==> src/rtl/ccc_cfg_pkg.sv <==
// Shared types and constants for the CCC dynamic-reconfiguration APB master.
package ccc_cfg_pkg;

  localparam int APB_AW = 6;
  localparam int APB_DW = 8;

  typedef enum logic [3:0] {
    IDLE,
    PLL_HOLD,
    W_SETUP,
    W_ACCESS,
    R_SETUP,
    R_ACCESS,
    RELEASE,
    WAIT_LOCK,
    SUCCESS,
    FAIL
  } state_t;

  localparam logic [1:0] ERR_NONE     = 2'd0;
  localparam logic [1:0] ERR_MISMATCH = 2'd1;
  localparam logic [1:0] ERR_LOCK_TMO = 2'd2;
  localparam logic [1:0] ERR_BUSY_TMO = 2'd3;

  // States in which an APB transfer is in flight (PSEL high).
  function automatic logic in_apb(input state_t s);
    return s inside {W_SETUP, W_ACCESS, R_SETUP, R_ACCESS};
  endfunction

  // States in which the PLL is held in reset.
  function automatic logic holds_pll(input state_t s);
    return s inside {PLL_HOLD, W_SETUP, W_ACCESS, R_SETUP, R_ACCESS};
  endfunction

endpackage

==> src/rtl/ccc_lock_qualifier.sv <==
// Synchronises the PLL LOCK flag and qualifies it: lock is declared after
// LOCK_STABLE consecutive high cycles; timeout fires on the cycle the
// enabled-cycle count reaches LOCK_TIMEOUT.
module ccc_lock_qualifier #(
  parameter int LOCK_TIMEOUT = 4096,
  parameter int LOCK_STABLE  = 16
) (
  input  logic clk,
  input  logic rst,
  input  logic lock,
  input  logic clear,
  input  logic enable,
  output logic locked,
  output logic timeout
);

  localparam int SW = $clog2(LOCK_STABLE + 1);
  localparam int TW = $clog2(LOCK_TIMEOUT + 1);
  localparam logic [SW-1:0] STABLE_MAX = SW'(LOCK_STABLE);
  localparam logic [TW-1:0] TMO_MAX    = TW'(LOCK_TIMEOUT);
  localparam logic [TW-1:0] TMO_LAST   = TW'(LOCK_TIMEOUT - 1);

  logic          lock_p0;
  logic          lock_p1;
  logic [SW-1:0] stable_cnt;
  logic [TW-1:0] tmo_cnt;

  // Two-flop synchroniser: LOCK comes from the PLL, not from CLK.
  always_ff @(posedge clk or posedge rst) begin
    if (rst) begin
      lock_p0 <= 1'b0;
      lock_p1 <= 1'b0;
    end else begin
      lock_p0 <= lock;
      lock_p1 <= lock_p0;
    end
  end

  // Saturating stable/timeout counters; any low LOCK cycle restarts the stable run.
  always_ff @(posedge clk or posedge rst) begin
    if (rst) begin
      stable_cnt <= '0;
      tmo_cnt    <= '0;
    end else if (clear) begin
      stable_cnt <= '0;
      tmo_cnt    <= '0;
    end else if (enable) begin
      if (!lock_p1)
        stable_cnt <= '0;
      else if (stable_cnt != STABLE_MAX)
        stable_cnt <= stable_cnt + 1'b1;
      if (tmo_cnt != TMO_MAX)
        tmo_cnt <= tmo_cnt + 1'b1;
    end
  end

  assign locked  = (stable_cnt == STABLE_MAX);
  // Fires on the LOCK_TIMEOUT-th enabled cycle, so the FSM dwells exactly that long.
  assign timeout = enable && (tmo_cnt == TMO_LAST);

endmodule

==> src/rtl/ccc_apb_reconfig_master.sv <==
// APB initiator for the CCC dynamic-reconfiguration port: holds the PLL in
// reset, writes the register table, optionally reads it back, releases the
// PLL and waits for a qualified lock. All outputs are registered.
module ccc_apb_reconfig_master
  import ccc_cfg_pkg::*;
#(
  parameter int NREG         = 4,
  parameter int VERIFY       = 1,
  parameter int LOCK_TIMEOUT = 4096,
  parameter int LOCK_STABLE  = 16,
  parameter int BUSY_TIMEOUT = 64
) (
  input  logic                   CLK,
  input  logic                   RST,
  input  logic                   START,
  input  logic [NREG*APB_AW-1:0] CFG_ADDR,
  input  logic [NREG*APB_DW-1:0] CFG_DATA,
  output logic                   PSEL,
  output logic                   PENABLE,
  output logic                   PWRITE,
  output logic [APB_AW-1:0]      PADDR,
  output logic [APB_DW-1:0]      PWDATA,
  input  logic [APB_DW-1:0]      PRDATA,
  input  logic                   CCC_BUSY,
  input  logic                   LOCK,
  output logic                   PLL_ARST_N,
  output logic                   BUSY,
  output logic                   DONE,
  output logic                   ERR,
  output logic [1:0]             ERR_CODE
);

  localparam int IDX_W = (NREG > 1) ? $clog2(NREG) : 1;
  localparam int BW    = $clog2(BUSY_TIMEOUT + 1);
  localparam logic [IDX_W-1:0] IDX_LAST  = IDX_W'(NREG - 1);
  localparam logic [BW-1:0]    BUSY_LAST = BW'(BUSY_TIMEOUT - 1);

  state_t             state_q, state_d;
  logic [IDX_W-1:0]   idx_q, idx_d;
  logic [BW-1:0]      bcnt_q, bcnt_d;
  logic [1:0]         code_d;
  logic               capture;
  logic               lq_clear;
  logic               lq_en;
  logic               locked;
  logic               lock_tmo;

  logic [APB_AW-1:0]  addr_tab [NREG];
  logic [APB_DW-1:0]  data_tab [NREG];

  ccc_lock_qualifier #(
    .LOCK_TIMEOUT (LOCK_TIMEOUT),
    .LOCK_STABLE  (LOCK_STABLE)
  ) u_lockq (
    .clk     (CLK),
    .rst     (RST),
    .lock    (LOCK),
    .clear   (lq_clear),
    .enable  (lq_en),
    .locked  (locked),
    .timeout (lock_tmo)
  );

  // Register table snapshot taken when a sequence is accepted.
  always_ff @(posedge CLK) begin
    if (capture) begin
      for (int i = 0; i < NREG; i++) begin
        addr_tab[i] <= CFG_ADDR[i*APB_AW +: APB_AW];
        data_tab[i] <= CFG_DATA[i*APB_DW +: APB_DW];
      end
    end
  end

  // FSM state, table index and ACCESS stretch counter.
  always_ff @(posedge CLK or posedge RST) begin
    if (RST) begin
      state_q <= IDLE;
      idx_q   <= '0;
      bcnt_q  <= '0;
    end else begin
      state_q <= state_d;
      idx_q   <= idx_d;
      bcnt_q  <= bcnt_d;
    end
  end

  // Next-state, index/stretch update and failure code selection.
  always_comb begin
    state_d  = state_q;
    idx_d    = idx_q;
    bcnt_d   = bcnt_q;
    code_d   = ERR_NONE;
    capture  = 1'b0;
    lq_clear = 1'b0;
    lq_en    = 1'b0;
    case (state_q)
      IDLE: begin
        if (START) begin
          capture = 1'b1;
          idx_d   = '0;
          state_d = PLL_HOLD;
        end
      end
      PLL_HOLD: state_d = W_SETUP;
      W_SETUP: begin
        bcnt_d  = '0;
        state_d = W_ACCESS;
      end
      W_ACCESS: begin
        if (!CCC_BUSY) begin
          if (idx_q == IDX_LAST) begin
            idx_d   = '0;
            state_d = (VERIFY != 0) ? R_SETUP : RELEASE;
          end else begin
            idx_d   = idx_q + 1'b1;
            state_d = W_SETUP;
          end
        end else if (bcnt_q == BUSY_LAST) begin
          code_d  = ERR_BUSY_TMO;
          state_d = FAIL;
        end else begin
          bcnt_d = bcnt_q + 1'b1;
        end
      end
      R_SETUP: begin
        bcnt_d  = '0;
        state_d = R_ACCESS;
      end
      R_ACCESS: begin
        if (!CCC_BUSY) begin
          if (PRDATA != data_tab[idx_q]) begin
            code_d  = ERR_MISMATCH;
            state_d = FAIL;
          end else if (idx_q == IDX_LAST) begin
            state_d = RELEASE;
          end else begin
            idx_d   = idx_q + 1'b1;
            state_d = R_SETUP;
          end
        end else if (bcnt_q == BUSY_LAST) begin
          code_d  = ERR_BUSY_TMO;
          state_d = FAIL;
        end else begin
          bcnt_d = bcnt_q + 1'b1;
        end
      end
      RELEASE: begin
        lq_clear = 1'b1;
        state_d  = WAIT_LOCK;
      end
      WAIT_LOCK: begin
        lq_en = 1'b1;
        // A lock qualifying on the timeout cycle still counts as success.
        if (locked) begin
          state_d = SUCCESS;
        end else if (lock_tmo) begin
          code_d  = ERR_LOCK_TMO;
          state_d = FAIL;
        end
      end
      SUCCESS: state_d = IDLE;
      FAIL:    state_d = IDLE;
      default: state_d = IDLE;
    endcase
  end

  // Registered outputs decoded from the state being entered.
  always_ff @(posedge CLK or posedge RST) begin
    if (RST) begin
      PSEL       <= 1'b0;
      PENABLE    <= 1'b0;
      PWRITE     <= 1'b0;
      PADDR      <= '0;
      PWDATA     <= '0;
      PLL_ARST_N <= 1'b1;
      BUSY       <= 1'b0;
      DONE       <= 1'b0;
      ERR        <= 1'b0;
      ERR_CODE   <= ERR_NONE;
    end else begin
      PSEL       <= in_apb(state_d);
      PENABLE    <= (state_d == W_ACCESS) || (state_d == R_ACCESS);
      PWRITE     <= (state_d == W_SETUP) || (state_d == W_ACCESS);
      if ((state_d == W_SETUP) || (state_d == R_SETUP))
        PADDR <= addr_tab[idx_d];
      if (state_d == W_SETUP)
        PWDATA <= data_tab[idx_d];
      PLL_ARST_N <= !holds_pll(state_d);
      BUSY       <= !(state_d inside {IDLE, SUCCESS, FAIL});
      DONE       <= (state_d == SUCCESS);
      ERR        <= (state_d == FAIL);
      if (capture)
        ERR_CODE <= ERR_NONE;
      else if (state_d == FAIL)
        ERR_CODE <= code_d;
    end
  end

endmodule
==> config.mk <==
export PLATFORM = sky130hd
export DESIGN_NAME = ccc_apb_reconfig_master
export DESIGN_NICKNAME = d
export VERILOG_FILES = /design/src/rtl/ccc_cfg_pkg.sv /design/src/rtl/ccc_lock_qualifier.sv /design/src/rtl/ccc_apb_reconfig_master.sv
export SDC_FILE = /design/constraint.sdc
export NUM_CORES = 1
export LEC_CHECK = 0
export CAP_MARGIN = 20
export CORE_MARGIN = 5
export CORE_UTILIZATION = 53
export CTS_CLUSTER_SIZE = 30
export DETAILED_ROUTE_END_ITERATION = 6
export PLACE_DENSITY_LB_ADDON = 0.3
export SKIP_CTS_REPAIR_TIMING = 1
export SLEW_MARGIN = 20
export SYNTH_ARGS = -nofsm -noshare
export SYNTH_HDL_FRONTEND = slang
export SYNTH_HIERARCHICAL = 1
export SYNTH_SLANG_ARGS = --single-unit
==> constraint.sdc <==
create_clock -name CLK -period 3.6 [get_ports CLK]
set_clock_uncertainty 0.15 [all_clocks]
set_input_delay 0.9 -clock CLK [delete_from_list [all_inputs] [get_ports CLK]]
set_output_delay 0.9 -clock CLK [all_outputs]
set_load 0.02 [all_outputs]
==> key figures, run 1 <==
STA
  – RSZ-0062 raised after global routing: false
  – Minimum clock period: 3390 ps
  – Final hold vios: 0
  – Max Freq: 295 MHz
  – Setup-failing EPs final: 0
  – Fin crit share: 94.2%
  – Sum Neg Setup Slack: 0 ps
  – Rel. slew slack: 48.6%
  – Post-route setup slack: 210 ps
  – Worst slew pin tran: 770 ps
  – Count of final max-slew check failures: 0

Logic synthesis
  – Yosys reg bits: 112
  – Synthesized cell area: about 5200 um2
  – Syn Area/Cell: 12.6 um2
  – Top FF cell, synth: edfxtp_1
  – Post-synth cell types: 60
  – Post-Synth Adder-Cell Area: 1.91%
  – Simple-Gate Fraction of Synth Area: 12.3%
  – Syn_nets: about 490
  – Synth warn: 6
  – Post-synth EDFFs: 56
  – Async SR Flop Fraction: 50.0%
  – Mux share of post-synthesis cell area: 11.8%
  – Sequential element share of the synthesized area: between 50% and 60%
  – Compound-Gate Fraction of Synth Area: 8.10%
  – Xor and xnor fraction of the mapped netlist area: 3.67%
  – Largest family of logic cells by synthesized area: simple AND/OR/NAND/NOR gates
  – Gate Count Post-Synth: 415

Worst hold path
  – Hold Path Class: flop to flop
  – WHS Endpoint: u_lockq/lock_p1$_DFF_PP0_
  – HP Start: u_lockq/lock_p0$_DFF_PP0_
  – Hold depth: 0

Clock network
  – CTS buffer count: 9
  – H-tree levels: 3
  – CTS Root Cell: clkbuf_8
  – Clock buffer depth: 2
  – CTS tree: yes
  – CTS Sinks: 112
  – Clock-pin transition on the worst setup and hold timing paths: around 100 ps
  – Latest clock arrival within the worst-skew pair: 370 ps

Die
  – Core area: 9730 um2
  – Rows: 36
  – DIE AREA: 12,000 um2
  – Die width: 110 um
  – Starting Density: 53.9%
  – Die span in y: between 100 and 150 um
  – Num ports: 92

Global routing
  – Grt total ovfl: 0
  – First-pass GRT wire length: 17,900 um
  – Initial antenna violation count: 0
  – Vias in the first global route: ~3,700
  – Largest net degree at the start of global routing: 37
  – GRT Total Usage: 19.2%

Placement
  – Pre-CTS setup slack: -83.9 ps
  – Detailed Place HPWL: roughly 8200 um
  – PortBufs: between 90 and 100
  – GP Congestion: 0.865

Route
  – WL/cell: between 15 and 20 um
  – Final WL: 10,900 um
  – Drt first pass iters: 5
  – DR iter-0 viols: 202
  – DRC: 0
  – Post-DRT Antenna Nets: 0
  – Vias: 3,632
  – Vias per Instance: 5.54

Finish
  – Filler Cells Inserted: 744
  – Layout cells sized above 1: 9.56%
  – Most common cell after layout, fill and taps aside: clkdlybuf4s50_1
  – Most frequent cells in the layout: 91 x clkdlybuf4s50_1, 56 x edfxtp_1, 54 x dfrtp_1
  – ANT cells: 0
  – Nets@finish: 595
  – Layout area overhead: 25.0%

Power and ir drop
  – Pwr/cell area: 724 nW/um2
  – Peak supply drop: around 0.43 mV
  – Pleak: 2.56 nW

Setup path
  – FF-to-FF Start: idx_q[0]$_DFF_PP0_
  – Crit Path Max Fanout: 12
  – Critical path class: flop to flop
  – CP required: 3730 ps
  – R2R depth: 8
  – R2R Path End: PWDATA[7]$_DFFE_PP0P_
  – R2R Setup Slk: 210 ps
  – Startpoint types: flop
  – Crit. End Element: flop
  – CP Data Arrival Time: approximately 3500 ps

Flow run
  – Max Cap Violations: 0

Run status
  – Status: completed
## worst max path at each step
stage	startpoint	end	slack, ps	cells after the start
finish	idx_q[0]$_DFF_PP0_	PWDATA[7]$_DFFE_PP0P_	210	8
global route	idx_q[0]$_DFF_PP0_	PWDATA[4]$_DFFE_PP0P_	20	8
CTS	idx_q[0]$_DFF_PP0_	PWDATA[7]$_DFFE_PP0P_	-40	8
detailed placement	CCC_BUSY	PADDR[5]$_DFFE_PP0P_	-80	10
global placement	CCC_BUSY	PADDR[0]$_DFFE_PP0P_	60	10
floorplan	state_q[0]$_DFF_PP0_	PADDR[0]$_DFFE_PP0P_	450	13
## cell usage after synthesis, types with 9 or more instances
cell type	number	area, um2
nor2_1	30	113
nand2_1	32	120
xnor2_1	14	123
nor3_1	9	45.0
inv_1	21	78.8
nand3_1	9	45.0
mux2i_1	34	340
a21oi_1	14	70.1
dfrtp_1	55	1380
edfxtp_1	56	1680
o21ai_0	14	70.1
nand4_1	9	56.3
## sequential cells by signal, summed over array words and instances (netlist names)
signal              flops
BUSY                    1
u_lockq/tmo_cnt        13
DONE                    1
PLL_ARST_N              1
bcnt_q                  7
ERR_CODE                2
PENABLE                 1
data_tab               32
u_lockq/lock_p1         1
PADDR                   6
PSEL                    1
PWRITE                  1
addr_tab               24
u_lockq/stable_cnt      5
u_lockq/lock_p0         1
idx_q                   2
ERR                     1
PWDATA                  8
state_q                 4
## critical path, cell delays in order, from the launching register on
cell      delay [ps]
dfrtp_4          560
mux4_1           630
xnor2_1          170
nand4_1          190
or2_1            350
a221o_1          410
nand2b_4         230
or2_1            360
o221ai_1         240
## layer usage
layer,track usage (%),share of wire [%],vias to the layer above
met2,32.8,51,99
met5,0,0,-
met3,4.23,4.9,10
met1,24.5,43,1780
li1,-,-,1743
met4,5.97,1.0,0
## where the power goes
part	internal (mW)	switching (mW)
combinational	1.06	1.16
clock	0.266	0.432
sequential	1.63	0.202
## per-stage QoR
stage / hold WS, ps / instance area [um2] / utilization (%) / cells / power [mW]
floorplan: 181 / 5250 / - / 415 / 3.31
global placement: 187 / 6370 / 65.5 / 640 / 4.01
detailed placement: 186 / 6370 / 65.5 / 640 / 4.08
CTS: 203 / 6550 / 67.3 / 656 / 4.78
global route: 220 / 6560 / 67.4 / 656 / 5.06
finish: 206 / 6560 / 67.4 / 656 / 4.75
## cell families after synthesis
group,after synthesis
simple gates,125
flops,112
compound gates,62
mux,48
buf+inv,38
fa+ha+maj,8
xor+xnor,22
## cell type report
cell class / count / area, um2 / share of cell area, %
clock buffer: 10 / 128 / 1.95
clock inverter: 6 / 53.8 / 0.820
inverter: 22 / 82.6 / 1.26
multi-input combinational: 265 / 1990 / 30.3
sequential: 112 / 3090 / 47.1
tap: 133 / 166 / 2.54
timing repair buffer: 108 / 1050 / 16.0
Power figures use the tool's default switching activity.
==> run 2, diff against run 1 <==
--- a/config.mk
+++ b/config.mk
@@ -12,6 +12,7 @@
 export DETAILED_ROUTE_END_ITERATION = 6
 export PLACE_DENSITY_LB_ADDON = 0.3
 export SKIP_CTS_REPAIR_TIMING = 1
+export SKIP_LAST_GASP = 1
 export SLEW_MARGIN = 20
 export SYNTH_ARGS = -nofsm -noshare
 export SYNTH_HDL_FRONTEND = slang
==> constraint.sdc (replaced) <==
create_clock -name CLK -period 3.35 [get_ports CLK]
set_clock_uncertainty 0.15 [all_clocks]
set_input_delay 0.8375 -clock CLK [delete_from_list [all_inputs] [get_ports CLK]]
set_output_delay 0.8375 -clock CLK [all_outputs]
set_load 0.02 [all_outputs]
==> key figures, run 2 (synthesis results as in run 1) <==
Route
  – Final WL: 11,300 um (+3.0%)
  – DRC: 0 (unchanged)
  – Drt first pass iters: 4 (-1)
  – DR iter-0 viols: 145 (-28%)
  – WL/cell: 16.9 um (+1.0%)
  – Post-DRT Antenna Nets: 0 (unchanged)
  – Vias: 3,677 (+1.2%)
  – Vias per Instance: 5.50 (-0.73%)

Setup path
  – Critical path class: input port to flop
  – Crit Path Max Fanout: 7 (-5)
  – R2R Setup Slk: 180 ps (-30 ps)
  – Worst Setup EP: PADDR[4]$_DFFE_PP0P_
  – R2R depth: 12 (+4)
  – Crit. End Element: flop
  – R2R Path End: PADDR[1]$_DFFE_PP0P_
  – FF-to-FF Start: idx_q[0]$_DFF_PP0_
  – Startpoint types: input port
  – CP Data Arrival Time: 3320 ps (-200 ps)
  – CP startpoint: CCC_BUSY
  – CP required: 3460 ps (-270 ps)

Finish
  – Max FFs per register: 32 (unchanged)
  – Layout area overhead: 27.5%
  – Most common cell after layout, fill and taps aside: clkdlybuf4s50_1
  – Top reg by flops: data_tab
  – Final core occ: 68.8% (+1.4 points)
  – Filler Cells Inserted: 743 (-0.13%)
  – ANT cells: 0 (unchanged)
  – Layout cells sized above 1: 13.2% (+3.7 points)
  – Nets@finish: 608 (+2.2%)
  – Post-route cell area: 6690 um2 (+2.0%)
  – Most frequent cells in the layout: 91 x clkdlybuf4s50_1, 56 x edfxtp_1, 53 x dfrtp_1
  – Largest registers: data_tab: 32 flops, addr_tab: 24 flops, u_lockq/tmo_cnt: 13 flops

Power and ir drop
  – Total power: 5.32 mW (+12%)
  – Pwr/cell area: 796 nW/um2 (+9.9%)
  – Peak supply drop: 0.375 mV (-12%)
  – Pleak: 2.62 nW (+2.5%)

Global routing
  – Met1 Usage GRT: 26.8% (+2.2 points)
  – Largest net degree at the start of global routing: 37 (unchanged)
  – First-pass GRT wire length: 18,400 um (+3.1%)
  – GRT Max-Usage Layer: met2
  – Initial antenna violation count: 0 (unchanged)
  – Met3 usage: 5.34% (+1.1 points)
  – GRT Total Usage: 19.7% (+0.50 points)
  – Vias in the first global route: 3,771 (+2.8%)
  – Met2 Use GR: 32.3% (-0.52 points)
  – Grt total ovfl: 0 (unchanged)

STA
  – Setup-failing EPs final: 0 (unchanged)
  – Final hold vios: 0 (unchanged)
  – WHS: 206 ps (+0.582 ps)
  – Worst slew pin tran: 756 ps (-14.6 ps)
  – Count of final max-slew check failures: 0 (unchanged)
  – Max Freq: 311 MHz
  – Minimum clock period: around 3200 ps
  – Fin crit share: 96.0%
  – Rel. slew slack: 49.6% (+0.97 points)
  – Post-route setup slack: 134 ps (-75.3 ps)

Clock network
  – CTS buffer count: 9 (unchanged)
  – CTS Sinks: 112 (unchanged)
  – CTS Root Cell: clkbuf_8
  – Latest clock arrival within the worst-skew pair: 370 ps (about the same)
  – Clock buffer depth: 2 (unchanged)
  – H-tree levels: 3 (unchanged)
  – CTS tree: yes
  – Clock-pin transition on the worst setup and hold timing paths: 100 ps (about the same)

Placement
  – Pre-CTS setup slack: -201 ps (-118 ps)
  – Post-Place Cell Area: 6450 um2 (+1.2%)
  – PortBufs: 91 (unchanged)
  – GP Congestion: 0.909 (+5.0%)
  – Detailed Place HPWL: 8420 um (+2.4%)

Run status
  – Status: completed

Worst hold path
  – Hold Path Class: flop to flop
  – HP Start: u_lockq/lock_p0$_DFF_PP0_

Die
  – DIE AREA: 12,000 um2 (unchanged)
  – Core area: 9730 um2 (unchanged)
  – Rows: 36 (unchanged)
  – Starting Density: 53.9% (unchanged)
  – Die span in y: 110 um (unchanged)
  – Num ports: 92 (unchanged)
  – Die width: 110 um (unchanged)

Flow run
  – Max Cap Violations: 0 (unchanged)
==> run 2: area by class of cell <==
class,count,area (um2),area share (%)
Clock buffer,10,128,1.91
Clock inverter,6,57.6,0.860
Inverter,22,82.6,1.23
Multi-Input combinational cell,265,1990,29.7
Sequential cell,112,3090,46.1
Tap cell,133,166,2.49
Timing Repair Buffer,121,1190,17.7
==> run 2: metrics by stage <==
step | instances | setup TNS (ps)
after floorplan | 415 | 0
after global placement | 647 | -472
after detailed placement | 647 | -2350
after CTS | 663 | -1750
after global routing | 669 | -318
final | 669 | 0
==> run 2: critical path, cell delays in order <==
cell             delay, ps
clkdlybuf4s50_1        620
and3_1                 220
nor2_1                  50
o311ai_0               530
a31oi_1                180
o21ai_0                100
o21ai_1                150
buf_4                  230
mux2i_1                130
mux2_2                 260
==> run 2: report_power, final <==
part	internal [mW]	switching (mW)	total [mW]	leakage (nW)
Combinational	1.28	1.33	2.61	1.30
Sequential	1.75	0.200	1.95	1.22
Clock	0.291	0.468	0.759	0.0957
Total	3.32	2.00	5.32	2.62
==> run 2: worst min path at each step <==
stage / end / slack, ps / cells after the start
after floorplan: u_lockq/lock_p1$_DFF_PP0_ / 180 / 0
after CTS: u_lockq/lock_p1$_DFF_PP0_ / 210 / 0
after detailed placement: u_lockq/lock_p1$_DFF_PP0_ / 190 / 0
after global placement: u_lockq/lock_p1$_DFF_PP0_ / 180 / 0
after global routing: u_lockq/lock_p1$_DFF_PP0_ / 230 / 0
final: u_lockq/lock_p1$_DFF_PP0_ / 210 / 0
==> run 2: routing by layer <==
metal / vias to the layer above / wire (um)
li1: 1759 / -
met1: 1790 / 4990
met2: 114 / 5540
met3: 14 / 612
met4: 0 / 130
met5: - / 0
==> run 3, diff against run 2 <==
--- a/config.mk
+++ b/config.mk
@@ -7,7 +7,8 @@
 export LEC_CHECK = 0
 export CAP_MARGIN = 20
 export CORE_MARGIN = 5
-export CORE_UTILIZATION = 53
+export CORE_UTILIZATION = 34
+export CTS_BUF_LIST = sky130_fd_sc_hd__clkbuf_8
 export CTS_CLUSTER_SIZE = 30
 export DETAILED_ROUTE_END_ITERATION = 6
 export PLACE_DENSITY_LB_ADDON = 0.3
==> key figures, run 3 (synthesis results as in run 1) <==
Global routing
  – First-pass GRT wire length: 18,900 um (+2.9%)
  – Largest net degree at the start of global routing: 57 (+54%)
  – Vias in the first global route: 3,805 (+0.90%)
  – Grt total ovfl: 0 (unchanged)
  – Initial antenna violation count: 0 (unchanged)
  – GRT Total Usage: 13.1% (-6.6 points)

Setup path
  – R2R Setup Slk: 210 ps (+30 ps)
  – Delay-heaviest family, CP: simple AND/OR/NAND/NOR gates
  – CP most frequent cell: or2_1
  – Worst path cell trace: buf_12, mux4_1, xnor2_1, nand4_1, or2_1, a221o_1, nand2b_4, or2_1, o221ai_1
  – CP Buf/Inv Count: 1 (-1)
  – CP required: 3500 ps (+40 ps)
  – Critical path class: flop to flop
  – Crit. End Element: flop
  – CP Data Arrival Time: 3290 ps (-30 ps)
  – Critical Path Slowest Stage Cell: mux4_1
  – Crit Path Max Fanout: 8 (+1)
  – FF-to-FF Start: idx_q[0]$_DFF_PP0_
  – Slowest cell delay on critical path: 580 ps (-40 ps)
  – CP startpoint: idx_q[0]$_DFF_PP0_
  – Startpoint types: flop

Placement
  – GP Congestion: 0.882 (-2.9%)
  – Inst Count DP: 706 (+9.1%)
  – PortBufs: 91 (unchanged)
  – Pre-CTS setup slack: 10.2 ps (+212 ps)
  – Detailed Place HPWL: 8470 um (+0.61%)

STA
  – Worst slew pin tran: 782 ps (+26.2 ps)
  – Rel. slew slack: 47.8% (-1.8 points)
  – Count of final max-slew check failures: 0 (unchanged)
  – Setup-failing EPs final: 0 (unchanged)
  – Minimum clock period: 3140 ps (-80.3 ps)
  – RSZ-0062 raised after global routing: false
  – Max Freq: 319 MHz (+2.6%)
  – Final hold vios: 0 (unchanged)
  – Fin crit share: 93.6% (-2.4 points)
  – Sum Neg Setup Slack: 0 ps (unchanged)
  – Post-route setup slack: 214 ps (+80.3 ps)

Die
  – Starting Density: 34.7% (-19 points)
  – DIE AREA: 18,000 um2 (+50%)
  – Rows: 45 (+25%)
  – Num ports: 92 (unchanged)
  – Die span in y: 134 um (+23%)
  – Die width: 134 um (+23%)
  – Core area: 15,100 um2 (+56%)

Worst hold path
  – HP Start: u_lockq/lock_p0$_DFF_PP0_
  – Hold Path Class: flop to flop

Finish
  – Largest registers: data_tab: 32 flops, addr_tab: 24 flops, u_lockq/tmo_cnt: 13 flops
  – Final core occ: 44.8% (-24 points)
  – Top reg by flops: data_tab
  – Most common cell after layout, fill and taps aside: clkdlybuf4s50_1
  – Max FFs per register: 32 (unchanged)
  – Finished Layout Cells: 722 (+7.9%)
  – Layout area overhead: 29.3%
  – Nets@finish: 606 (-0.33%)
  – ANT cells: 0 (unchanged)
  – Layout cells sized above 1: 11.4% (-1.8 points)
  – Most frequent cells in the layout: 91 x clkdlybuf4s50_1, 56 x edfxtp_1, 55 x dfrtp_1

Clock network
  – H-tree levels: 3 (unchanged)
  – CTS Root Cell: clkbuf_8
  – CTS buffer count: 9 (unchanged)
  – Clock-pin transition on the worst setup and hold timing paths: 110 ps (about the same)
  – Clock buffer depth: 2 (unchanged)
  – CTS tree: yes
  – CTS Sinks: 112 (unchanged)
  – Latest clock arrival within the worst-skew pair: 400 ps (+30 ps)

Route
  – WL/cell: 15.9 um (-5.7%)
  – Drt first pass iters: 4 (unchanged)
  – DR iter-0 viols: 213 (+47%)
  – Vias: 3,638 (-1.1%)
  – Post-DRT Antenna Nets: 0 (unchanged)
  – Final WL: 11,500 um (+1.7%)
  – DRC: 0 (unchanged)
  – Vias per Instance: 5.04 (-8.3%)

Power and ir drop
  – Peak supply drop: 0.342 mV (-8.7%)
  – Total power: 5.39 mW (+1.3%)
  – Pleak: 2.64 nW (+0.58%)
  – Pwr/cell area: 795 nW/um2 (-0.11%)

Flow run
  – Max Cap Violations: 0 (unchanged)

Run status
  – Status: completed
==> run 3: worst register-to-register path, stage by stage (launching register included) <==
cell and delay [ps]:
dfrtp_1 400, buf_12 150, mux4_1 590, xnor2_1 170, nand4_1 140, or2_1 340, a221o_1 380, nand2b_4 160
or2_1 340, o221ai_1 240
==> run 3: area by class of cell <==
class,count,area (um2)
fill,1360,8360
tap,188,235
multi-input combinational,265,1990
clock inverter,7,100
timing repair buffer,119,1170
sequential,112,3080
inverter,22,82.6
clock buffer,9,124
==> run 3: worst paths after layout <==
path / to / depth (start not counted)
worst min register to register: u_lockq/lock_p1$_DFF_PP0_ / 0
worst max register to register: PWDATA[3]$_DFFE_PP0P_ / 9
worst max-delay path: PWDATA[3]$_DFFE_PP0P_ / 9
min in group asynchronous: PWDATA[6]$_DFFE_PP0P_ / 3
max in group asynchronous: u_lockq/tmo_cnt[12]$_DFFE_PP0P_ / 2
worst min-delay path: u_lockq/lock_p1$_DFF_PP0_ / 0
==> run 3: metal layers <==
metal	routed length (um)	global-route usage (%)	up-vias	share of wire (%)
met5	0	0	-	0
met4	140	3.68	0	1.2
met3	674	3.71	13	5.9
met2	5590	21.4	118	49
met1	5070	17.3	1745	44
li1	-	-	1762	-
==> run 3: stage by stage <==
step / instance area, um2 / hold slack (ps)
global route: 6790 / 225
floorplan: 5250 / 181
global placement: 6560 / 191
detailed placement: 6560 / 204
finish: 6790 / 214
CTS: 6780 / 222
==> run 3: where the power goes <==
part | total (mW) | switching (mW) | internal [mW]
clock network | 0.877 | 0.508 | 0.369
logic | 2.58 | 1.30 | 1.28
registers | 1.94 | 0.186 | 1.75
total | 5.39 | 2.00 | 3.40
